## src/rtl/pdecod_pkg.sv

```systemverilog
// Shared types and helpers for the priority-grant decoder return path.
package pdecod_pkg;

    localparam int N_OUT_DEF = 8;
    localparam int IDX_W_DEF = 3;

    typedef enum logic [1:0] {
        IDLE    = 2'd0,
        GRANT   = 2'd1,
        RELEASE = 2'd2
    } state_t;

    function automatic logic in_range(input int unsigned idx, input int unsigned n);
        return idx < n;
    endfunction

endpackage

```

## src/rtl/pdecod_grant_dec_onehot.sv

```systemverilog
// Combinational index-to-one-hot conversion; out-of-range indices yield all zeros.
module dec_onehot
    import pdecod_pkg::*;
#(
    parameter int N_OUT = N_OUT_DEF,
    parameter int IDX_W = IDX_W_DEF
) (
    input  logic [IDX_W-1:0] idx,
    output logic [N_OUT-1:0] onehot,
    output logic             in_rng
);

    always_comb begin
        in_rng = in_range(32'(idx), N_OUT);
        onehot = '0;
        for (int i = 0; i < N_OUT; i++) begin
            onehot[i] = (int'(idx) == i);
        end
    end

endmodule

```

## src/rtl/pdecod_grant.sv

```systemverilog
// Registered priority-grant decoder: accepts an encoded winner, holds its one-hot
// grant until done or timeout, then inserts one dead cycle before the next grant.
module pdecod_grant
    import pdecod_pkg::*;
#(
    parameter int N_OUT   = N_OUT_DEF,
    parameter int IDX_W   = IDX_W_DEF,
    parameter int TIMEOUT = 16,
    parameter int CNT_W   = 8
) (
    input  logic             clk,
    input  logic             rst,
    input  logic [IDX_W-1:0] code_in,
    input  logic             code_valid,
    output logic             code_ready,
    input  logic [N_OUT-1:0] done,
    output logic [N_OUT-1:0] q,
    output logic [IDX_W-1:0] grant_idx,
    output logic             busy,
    output logic             timeout_err,
    output logic             bad_code
);

    state_t           state;
    logic [CNT_W-1:0] count;
    logic [N_OUT-1:0] dec_q;
    logic             dec_ok;
    logic             accept;
    logic             release_hit;
    logic             expire;

    dec_onehot #(
        .N_OUT (N_OUT),
        .IDX_W (IDX_W)
    ) u_dec (
        .idx    (code_in),
        .onehot (dec_q),
        .in_rng (dec_ok)
    );

    assign code_ready = (state == IDLE) & ~rst;
    assign busy       = (state != IDLE);
    assign accept     = code_valid & code_ready;

    // q holds exactly the granted line, so masking done with q selects done[grant_idx].
    assign release_hit = |(done & q);
    assign expire      = (TIMEOUT != 0) && (count == CNT_W'(1));

    always_ff @(posedge clk) begin
        if (rst) begin
            state       <= IDLE;
            q           <= '0;
            grant_idx   <= '0;
            timeout_err <= 1'b0;
            bad_code    <= 1'b0;
            count       <= '0;
        end else begin
            timeout_err <= 1'b0;
            bad_code    <= 1'b0;
            case (state)
                IDLE: begin
                    if (accept) begin
                        if (dec_ok) begin
                            q         <= dec_q;
                            grant_idx <= code_in;
                            count     <= CNT_W'(TIMEOUT);
                            state     <= GRANT;
                        end else begin
                            bad_code <= 1'b1;
                        end
                    end
                end
                GRANT: begin
                    // done takes precedence over a timeout landing on the same edge
                    if (release_hit) begin
                        q     <= '0;
                        state <= RELEASE;
                    end else if (expire) begin
                        q           <= '0;
                        timeout_err <= 1'b1;
                        state       <= RELEASE;
                    end else if (TIMEOUT != 0) begin
                        count <= count - CNT_W'(1);
                    end
                end
                RELEASE: state <= IDLE;
                default: state <= IDLE;
            endcase
        end
    end

endmodule

```

## config.mk

```make
export PLATFORM = sky130hd
export DESIGN_NAME = pdecod_grant
export DESIGN_NICKNAME = d
export VERILOG_FILES = /design/src/rtl/pdecod_pkg.sv /design/src/rtl/pdecod_grant_dec_onehot.sv /design/src/rtl/pdecod_grant.sv
export SDC_FILE = /design/constraint.sdc
export NUM_CORES = 1
export LEC_CHECK = 0
export CAP_MARGIN = 20
export CORE_UTILIZATION = 55
export DETAILED_ROUTE_END_ITERATION = 10
export DONT_BUFFER_PORTS = 1
export PLACE_DENSITY = 0.7
export SYNTH_ARGS = -nofsm -noshare
export SYNTH_HDL_FRONTEND = slang
export SYNTH_SLANG_ARGS = --single-unit
```

## constraint.sdc

```tcl
create_clock -name clk -period 2.2 [get_ports clk]
set_input_delay 0.22 -clock clk [delete_from_list [all_inputs] [get_ports clk]]
set_output_delay 0.22 -clock clk [all_outputs]
set_load 0.005 [all_outputs]
```

==> results of run 1 <==
[final cells by class]
class | instances | area share
clock buffer | 4 | 0.0310
inverter | 7 | 0.0224
multi-input combinational | 91 | 0.514
sequential | 22 | 0.376
tap | 25 | 0.0267
timing repair buffer | 4 | 0.0299
[worst reg2reg max path, delay by kind of cell, from the launching register on]
family	cells	cell delay [ns]
flops	1	0.39
compound gates	2	0.50
simple gates	2	1.00
[sequential cells by signal, indices dropped and copies added (netlist names)]
signal and count:
grant_idx 3, q 8, state 2, timeout_err 1, count 8
[metal layers]
layer,track usage,vias up,routed length [um]
met1,0.388,458,1230
met3,0.0745,0,138
met5,0,-,0
li1,-,473,-
met2,0.361,30,1100
met4,0.0171,0,0
[power breakdown]
group,internal [mW],switching [mW]
clock,0.101,0.122
sequential,0.430,0.0378
combinational,0.103,0.131
[metrics by stage]
| step | setup WS [ns] | cell area, um^2 | std cells |
|---|---|---|---|
| 6_report | 0.205 | 1170 | 153 |
| 5_1_grt | 0.154 | 1170 | 153 |
| 4_1_cts | 0.226 | 1160 | 152 |
| 3_5_place_dp | 0.240 | 1110 | 147 |
| 3_3_place_gp | 0.285 | 1110 | 147 |
| 2_1_floorplan | 0.280 | 1100 | 125 |
[cells in the mapped netlist (3+ instances only)]
| master | count |
|---|---|
| nor2_1 | 6 |
| dfxtp_1 | 22 |
| o21ai_0 | 5 |
| nand3_1 | 4 |
| a22oi_1 | 4 |
| inv_1 | 7 |
| clkbuf_1 | 3 |
| nand2_1 | 13 |
| a21oi_1 | 7 |
| nor3_1 | 4 |
| nand4_1 | 3 |
| a32o_1 | 4 |
| nor2b_1 | 3 |
[final timing paths]
path,start,end,slack (ns),depth (start not counted)
worst max-delay path,count[4],q[2],0.21,4
worst min-delay path,rst,count[0],0.03,1
worst max register to register,count[4],q[2],0.21,4
worst min register to register,grant_idx[2],grant_idx[2],0.48,2
[cell usage in the layout, fill, tap and decap left out, types with 2 or more instances in the layout]
master	instances
o21ai_0	5
nand2b_1	2
and3_1	2
o21a_1	2
clkbuf_4	3
nor4_1	2
nand4_1	3
nand2_1	13
a22oi_1	4
nand3_1	4
buf_4	2
nor2_1	6
or4_1	2
or3_1	2
dfxtp_1	22
nor2b_1	3
ha_1	2
and2_1	2
a32o_1	4
dlygate4sd3_1	2
nor3_1	4
a21oi_1	7
o32ai_1	2
inv_1	7
nor3b_1	2
a31oi_1	2
[cell families (layout without fill, tap and decap cells)]
| kind of cell | Yosys count | count (layout) |
|---|---|---|
| other | 1 | 1 |
| adders and majority gates | 2 | 2 |
| AOI/OAI and AO/OA | 35 | 35 |
| and+or+nand+nor | 52 | 52 |
| muxes | 1 | 1 |
| buffers and inverters | 12 | 15 |
| DFF | 22 | 22 |
==> metrics.cfg, run 1 <==
[clock_tree]
cts_tree = built
cts_sinks = 22
cts_hold_buf = 1
cts_resized = 0
clockBufferDepth = 2
insertion_delay_ns = 0.31
cts-buffers-inserted = 3
postCtsSetupRepairBufs = 0
root_buffer = clkbuf_4
h-tree-depth = 1
cts.clk_slew.worst_paths_ns = 0.12

[logic_synthesis]
synthesis.area_um2 = 1100
synthMuxAreaShare = 0.0103
synth_compound_area_frac = 0.249
avgSynthCellArea_um2 = 8.79
synth_top_area_cell = dfxtp_1
syn-instance-count = 125
synth_cell_types = 42
synthArstFlopShare = 0
ys_seq_area_frac = 0.401
synth_top_family_by_area = simple AND/OR/NAND/NOR gates
synth.area.top_cells = dfxtp_1 40%, nand2_1 4.4%, a32o_1 3.6%
ys_warn_count = 0
synth_fp_nets = 141
ys_ff_latch = 22
synth_ff_type = dfxtp_1
synthSimpleGateAreaFrac = 0.262
synth_xor_area_frac = 0
netlist.area_leader.share = 0.401
synth_edf_count = 0
synthAdderAreaFrac = 0.0228

[placed_design]
port_buffers = 0
dp_hpwl_mm = 1.74
place_congestion = 0.909

[setup_path]
worstSetupStartpointType = register
cp_top_family = simple AND/OR/NAND/NOR gates
arrival_ns = 2.21
cp_max_fo = 9
critPathMaxStageDelay_ns = 0.56
cp_cell_sequence = or3_4, or4_4, a21o_1, a32o_1
end_kind = register
crit_type = register to register
cp.required_ns = 2.41
critical_path_buf_inv_count = 0
slowest_stage = or4_4

[cells_and_area]
nets = 145
syn_to_final_growth_pct = 6.61
multi_input_area_um2 = 602
utilization = 0.650
drive_gt1_frac = 0.102
n_fill_cell = 168
regArea_um2 = 440
antenna_cells = 0

[drt]
routed_wl_mm = 2.46
routedWlPerCell_um = 16.1
drtAntennaViolNets = 0
num_vias = 961
dr.pass1.iters = 4
avgViaCountPerCell = 6.28
drtIter0Drc = 29
route.detailed.drc = 0

[sta]
finalCritPeriodShare = 0.907
finalCriticalPeriod_ns = 1.99
setup_viol_count_final = 0
tightest_slew_ns = 0.710
max_clock_freq_mhz = 501
hold_viol_final = 0
timing.hold.ws_ns = 0.0294
tns_ns = 0
slew_viol_final = 0
slew_headroom = 0.521
skew_ns = 0.00394
rsz0062_at_grt = false

[pwr]
leakage_nw = 0.423
peakVddDrop_mv = 0.564
power_mw = 0.925
power_density_nw_per_um2 = 790

[grt]
first_global_vias = 875
grt_max_degree = 13
antenna_found_initial = 0
gr-total-overflow = 0
grt_usage = 0.253
grt_pass1_wl_mm = 3.93

[die]
dieArea_um2 = 2180
ios = 29
die_h_um = 46.7
core_um2 = 1800
fp.dieW_um = 46.7
row_count = 15
start_util = 0.610

[status]
status = complete, no violations

[min_path]
hold_class = input port to register

[job]
maxCapViolCount = 0

(Power assumes the default switching activity.)
==> inputs of run 2 (changes only) <==
- CORE_UTILIZATION: 55 -> 40
- PLACE_DENSITY: 0.7 -> default
==> run 2 against run 1 <==
Effect of this change:
- non-clock buffer count shrank 1
- die area rose by 36%
- core utilization is 18 points lower
- total power increased by 10%
- sequential power barely moved
- clock skew is 0.0016 ns lower
- global-route usage shrank 6.3 points
- register-to-register slack about the same
- hold slack got worse by 0.011 ns
- final area up 1.1%
- critical path depth unchanged
- largest cell class unchanged
- highest routed layer is now met4
==> metrics.cfg, run 2 (synthesized netlist as in run 1, its figures left out) <==
[clock_tree]
cts_hold_buf = 1
cts_tree = built
root_buffer = clkbuf_4
cts-buffers-inserted = 3
clockBufferDepth = 2
h-tree-depth = 1
cts.clk_slew.worst_paths_ns = 0.13
cts_sinks = 22
insertion_delay_ns = 0.31
cts_resized = 0
postCtsSetupRepairBufs = 0

[cells_and_area]
regArea_um2 = 440
antenna_cells = 0
layout_commonest_cell = dfxtp_1
multi_input_area_um2 = 602
final_cell_mix = 22 x dfxtp_1, 13 x nand2_1, 7 x inv_1, 7 x a21oi_1, 6 x nor2_1
syn_to_final_growth_pct = 7.75
n_fill_cell = 256
nets = 144
drive_gt1_frac = 0.102
largestRegisters = count (8), q (8), grant_idx (3)

[placed_design]
place_congestion = 0.799
port_buffers = 0
dp_hpwl_mm = 1.80

[grt]
gr-total-overflow = 0
grtUsageMet1 = 0.279
grt_usage = 0.190
antenna_found_initial = 0
grt_max_degree = 14
grt_pass1_wl_mm = 4.00
grt_util_met2 = 0.264
met3_usage = 0.0361
grt_busiest_layer = met1
first_global_vias = 856

[pwr]
netSwitchingFraction = 0.298
seqPwrFrac = 0.458
p_clk_frac = 0.313
leakage_nw = 0.425
cellInternalPower_mw = 0.716
peakVddDrop_mv = 0.350
p_comb_frac = 0.229
switching_power_mw = 0.304
power_density_nw_per_um2 = 862

[drt]
routedWlPerCell_um = 16.4
route.detailed.drc = 0
routed_wl_mm = 2.58
drtIter0Drc = 17
drtAntennaViolNets = 0
avgViaCountPerCell = 6.03
dr.pass1.iters = 4
num_vias = 947

[min_path]
hold_class = input port to register

[job]
maxCapViolCount = 0

[setup_path]
regToRegStartpoint = count[4]
crit_path_end = q[3]
arrival_ns = 2.22
crit_path_start = count[4]
cp.required_ns = 2.42
reg2reg_depth = 4
crit_type = register to register
cp_max_fo = 9
end_kind = register
worstSetupStartpointType = register
r2r_slack_ns = 0.20
r2r_end = q[3]

[sta]
setup_viol_count_final = 0
hold_viol_final = 0
tns_ns = 0
slew_viol_final = 0
slew_headroom = 0.534
skew_ns = 0.00236
max_clock_freq_mhz = 501
finalCriticalPeriod_ns = 2.00
finalCritPeriodShare = 0.907
tightest_slew_ns = 0.691
rsz0062_at_grt = false
timing.hold.ws_ns = 0.0185

[die]
row_count = 18
fp.dieW_um = 54.4
die_h_um = 54.4
dieArea_um2 = 2960
ios = 29
core_um2 = 2540
start_util = 0.432

[status]
status = complete, no violations

run 2: changes by cell type in the layout (fill, tap and decap cells not counted):
cell,change
clkbuf_8,-1
dlygate4sd3_1,-1
bufinv_16,+1
run 2: layer usage:
| layer | vias up | share of wire |
|---|---|---|
| met5 | - | 0 |
| met4 | 0 | 0.0050 |
| met3 | 2 | 0.029 |
| met2 | 13 | 0.48 |
| met1 | 456 | 0.49 |
| li1 | 476 | - |
run 2: cell type report:
cell class / count / area share
clock inverter: 1 / 0.0254
timing repair buffer: 3 / 0.0211
sequential: 22 / 0.372
clock buffer: 3 / 0.0190
inverter: 7 / 0.0222
multi-input combinational: 91 / 0.508
tap: 30 / 0.0317
run 2: metrics by stage:
step	total power, mW	setup slack [ns]	util	area (um^2)	std cells
5_1_grt	1.07	0.147	0.465	1180	157
6_report	1.02	0.205	0.465	1180	157
3_3_place_gp	0.697	0.274	0.441	1120	152
3_5_place_dp	0.702	0.225	0.441	1120	152
4_1_cts	1.02	0.209	0.465	1180	157
2_1_floorplan	0.657	0.280	-	1100	125
run 2: worst min-delay path by stage:
| stage | from | to | slack, ns | depth (start not counted) |
|---|---|---|---|---|
| 3_5_place_dp | rst | grant_idx[2] | 0.29 | 1 |
| 6_report | code_in[0] | grant_idx[0] | 0.02 | 2 |
| 5_1_grt | code_in[0] | grant_idx[0] | 0.01 | 2 |
| 3_3_place_gp | rst | q[1] | 0.29 | 1 |
| 4_1_cts | code_in[0] | grant_idx[0] | 0.01 | 2 |
| 2_1_floorplan | code_in[2] | q[6] | 0.35 | 2 |
run 2: power groups by stage:
stage | registers (mW) | clock network [mW] | logic, mW
4_1_cts | 0.467 | 0.326 | 0.231
5_1_grt | 0.473 | 0.336 | 0.258
6_report | 0.468 | 0.319 | 0.234
3_3_place_gp | 0.474 | 0 | 0.223
2_1_floorplan | 0.466 | 0 | 0.190
3_5_place_dp | 0.476 | 0 | 0.226
run 2: critical path: stages, from the launching register on:
cell     delay (ns)
dfxtp_1        0.39
or3_4          0.44
or4_4          0.57
a21o_1         0.25
a32o_1         0.25
==> inputs of run 3 (changes only) <==
- CORE_MARGIN: default -> 2
- CORE_UTILIZATION: 40 -> 50
- SLEW_MARGIN: default -> 0
==> run 3 against run 2 <==
Effect of this change:
- clock power shrank 28%
- combinational power shrank 2%
- routed wire length shrank 2.6%
- core utilization grew 11 points
- clock skew grew 0.0065 ns
- final area shrank 1.7%
- register-to-register slack is essentially flat
- critical endpoint unchanged
==> metrics.cfg, run 3 (synthesized netlist as in run 1, its figures left out) <==
[placed_design]
port_buffers = 0
dpl.cell_count = 149
place_congestion = 0.902
dp_hpwl_mm = 1.84

[setup_path]
worstSetupStartpointType = register
r2r_end = q[3]
end_kind = register
arrival_ns = 2.20
slowest_stage = or4_4
cp_max_fo = 9
regToRegStartpoint = count[4]
critical_path_buf_inv_count = 0
cp_top_family = simple AND/OR/NAND/NOR gates
critPathMaxStageDelay_ns = 0.56
reg2reg_depth = 4
crit_type = register to register
cp.required_ns = 2.41
r2r_slack_ns = 0.21
cp_cell_sequence = or3_4, or4_4, a21o_1, a32o_1

[cells_and_area]
layout_commonest_cell = dfxtp_1
antenna_cells = 0
final_cell_mix = 22 x dfxtp_1, 13 x nand2_1, 7 x inv_1, 7 x a21oi_1, 6 x nor2_1
largestRegisters = count (8), q (8), grant_idx (3)
stdcell_count = 154
syn_to_final_growth_pct = 5.92
n_fill_cell = 194
drive_gt1_frac = 0.102
nets = 144

[drt]
drtIter0Drc = 14
num_vias = 949
drtAntennaViolNets = 0
dr.pass1.iters = 4
avgViaCountPerCell = 6.16
routed_wl_mm = 2.51
routedWlPerCell_um = 16.3
route.detailed.drc = 0

[min_path]
hold_end = count[5]
hold_class = input port to register
min-delay-start = rst
min_path_cells = 1

[clock_tree]
cts_tree = built
cts.clk_slew.worst_paths_ns = 0.13
cts_sinks = 22
root_buffer = clkbuf_4
clockBufferDepth = 2
h-tree-depth = 1
postCtsSetupRepairBufs = 0
cts-buffers-inserted = 3
insertion_delay_ns = 0.31

[grt]
grt_pass1_wl_mm = 4.13
met3_usage = 0.0351
grt_util_met2 = 0.316
first_global_vias = 904
grtUsageMet1 = 0.316
grt_max_degree = 13
grt_usage = 0.213
gr-total-overflow = 0
grt_busiest_layer = met1
antenna_found_initial = 0

[pwr]
power_mw = 0.927
peakVddDrop_mv = 0.610
leakage_nw = 0.418
power_density_nw_per_um2 = 797

[sta]
skew_ns = 0.00887
tns_ns = 0
slew_viol_final = 0
finalCritPeriodShare = 0.905
hold_viol_final = 0
rsz0062_at_grt = false
setup_viol_count_final = 0
slew_headroom = 0.646
max_clock_freq_mhz = 502
finalCriticalPeriod_ns = 1.99
tightest_slew_ns = 0.527

[die]
ios = 29
fp.dieW_um = 50.9
die_h_um = 50.9
dieArea_um2 = 2590
core_um2 = 2020
row_count = 16
start_util = 0.543

[job]
maxCapViolCount = 0

[status]
status = complete, no violations

run 3: cell types whose count changed in the layout (fill, tap and decap cells not counted):
cell / delta
bufinv_16: -1
o21ai_0: -1
clkbuf_8: +1
o21ai_1: +1
run 3: worst max path at each step:
| stage | startpoint | end | slack (ns) | cells after the start |
|---|---|---|---|---|
| after floorplan | count[4] | q[0] | 0.28 | 5 |
| after global placement | count[4] | q[5] | 0.28 | 4 |
| after detailed placement | state[0] | count[3] | 0.22 | 4 |
| after CTS | state[0] | count[3] | 0.22 | 4 |
| after global routing | count[4] | q[3] | 0.16 | 4 |
| final | count[4] | q[3] | 0.21 | 4 |
run 3: power by group:
group	switching (mW)	internal, mW	total [mW]	leakage, nW
logic	0.128	0.102	0.230	0.218
clock network	0.129	0.101	0.230	0.0210
registers	0.0377	0.430	0.468	0.179
run 3: what timing repair did:
action,in CTS,in global routing
endpoints found under the hold margin,6,0
resized for setup,0,1
endpoints found under the setup margin,0,1
hold buffers,1,0
run 3: final cells by class:
type | instances | area (um^2) | share of cell area
inverter | 7 | 26.3 | 0.0226
sequential | 22 | 440 | 0.378
multi-input combinational | 91 | 602 | 0.517
tap | 27 | 33.8 | 0.0290
clock buffer | 4 | 36.3 | 0.0312
timing repair buffer | 3 | 25.0 | 0.0215
run 3: routing by layer:
metal,part of all wire,vias up
met5,0,-
met1,0.52,447
met4,0.011,0
met2,0.42,25
li1,-,473
met3,0.041,4
run 3: worst register-to-register path, stage by stage, from the launching register on:
cell     delay, ns
dfxtp_1       0.39
or3_4         0.44
or4_4         0.56
a21o_1        0.25
a32o_1        0.25
run 3: through the flow:
step | worst slack [ns] | hold slack, ns | cell area, um^2 | utilization
2_1_floorplan | 0.280 | 0.350 | 1100 | -
3_3_place_gp | 0.280 | 0.292 | 1120 | 0.553
3_5_place_dp | 0.220 | 0.292 | 1120 | 0.553
4_1_cts | 0.220 | 0.00208 | 1160 | 0.575
5_1_grt | 0.163 | 0.0138 | 1160 | 0.575
6_report | 0.208 | 0.00350 | 1160 | 0.575
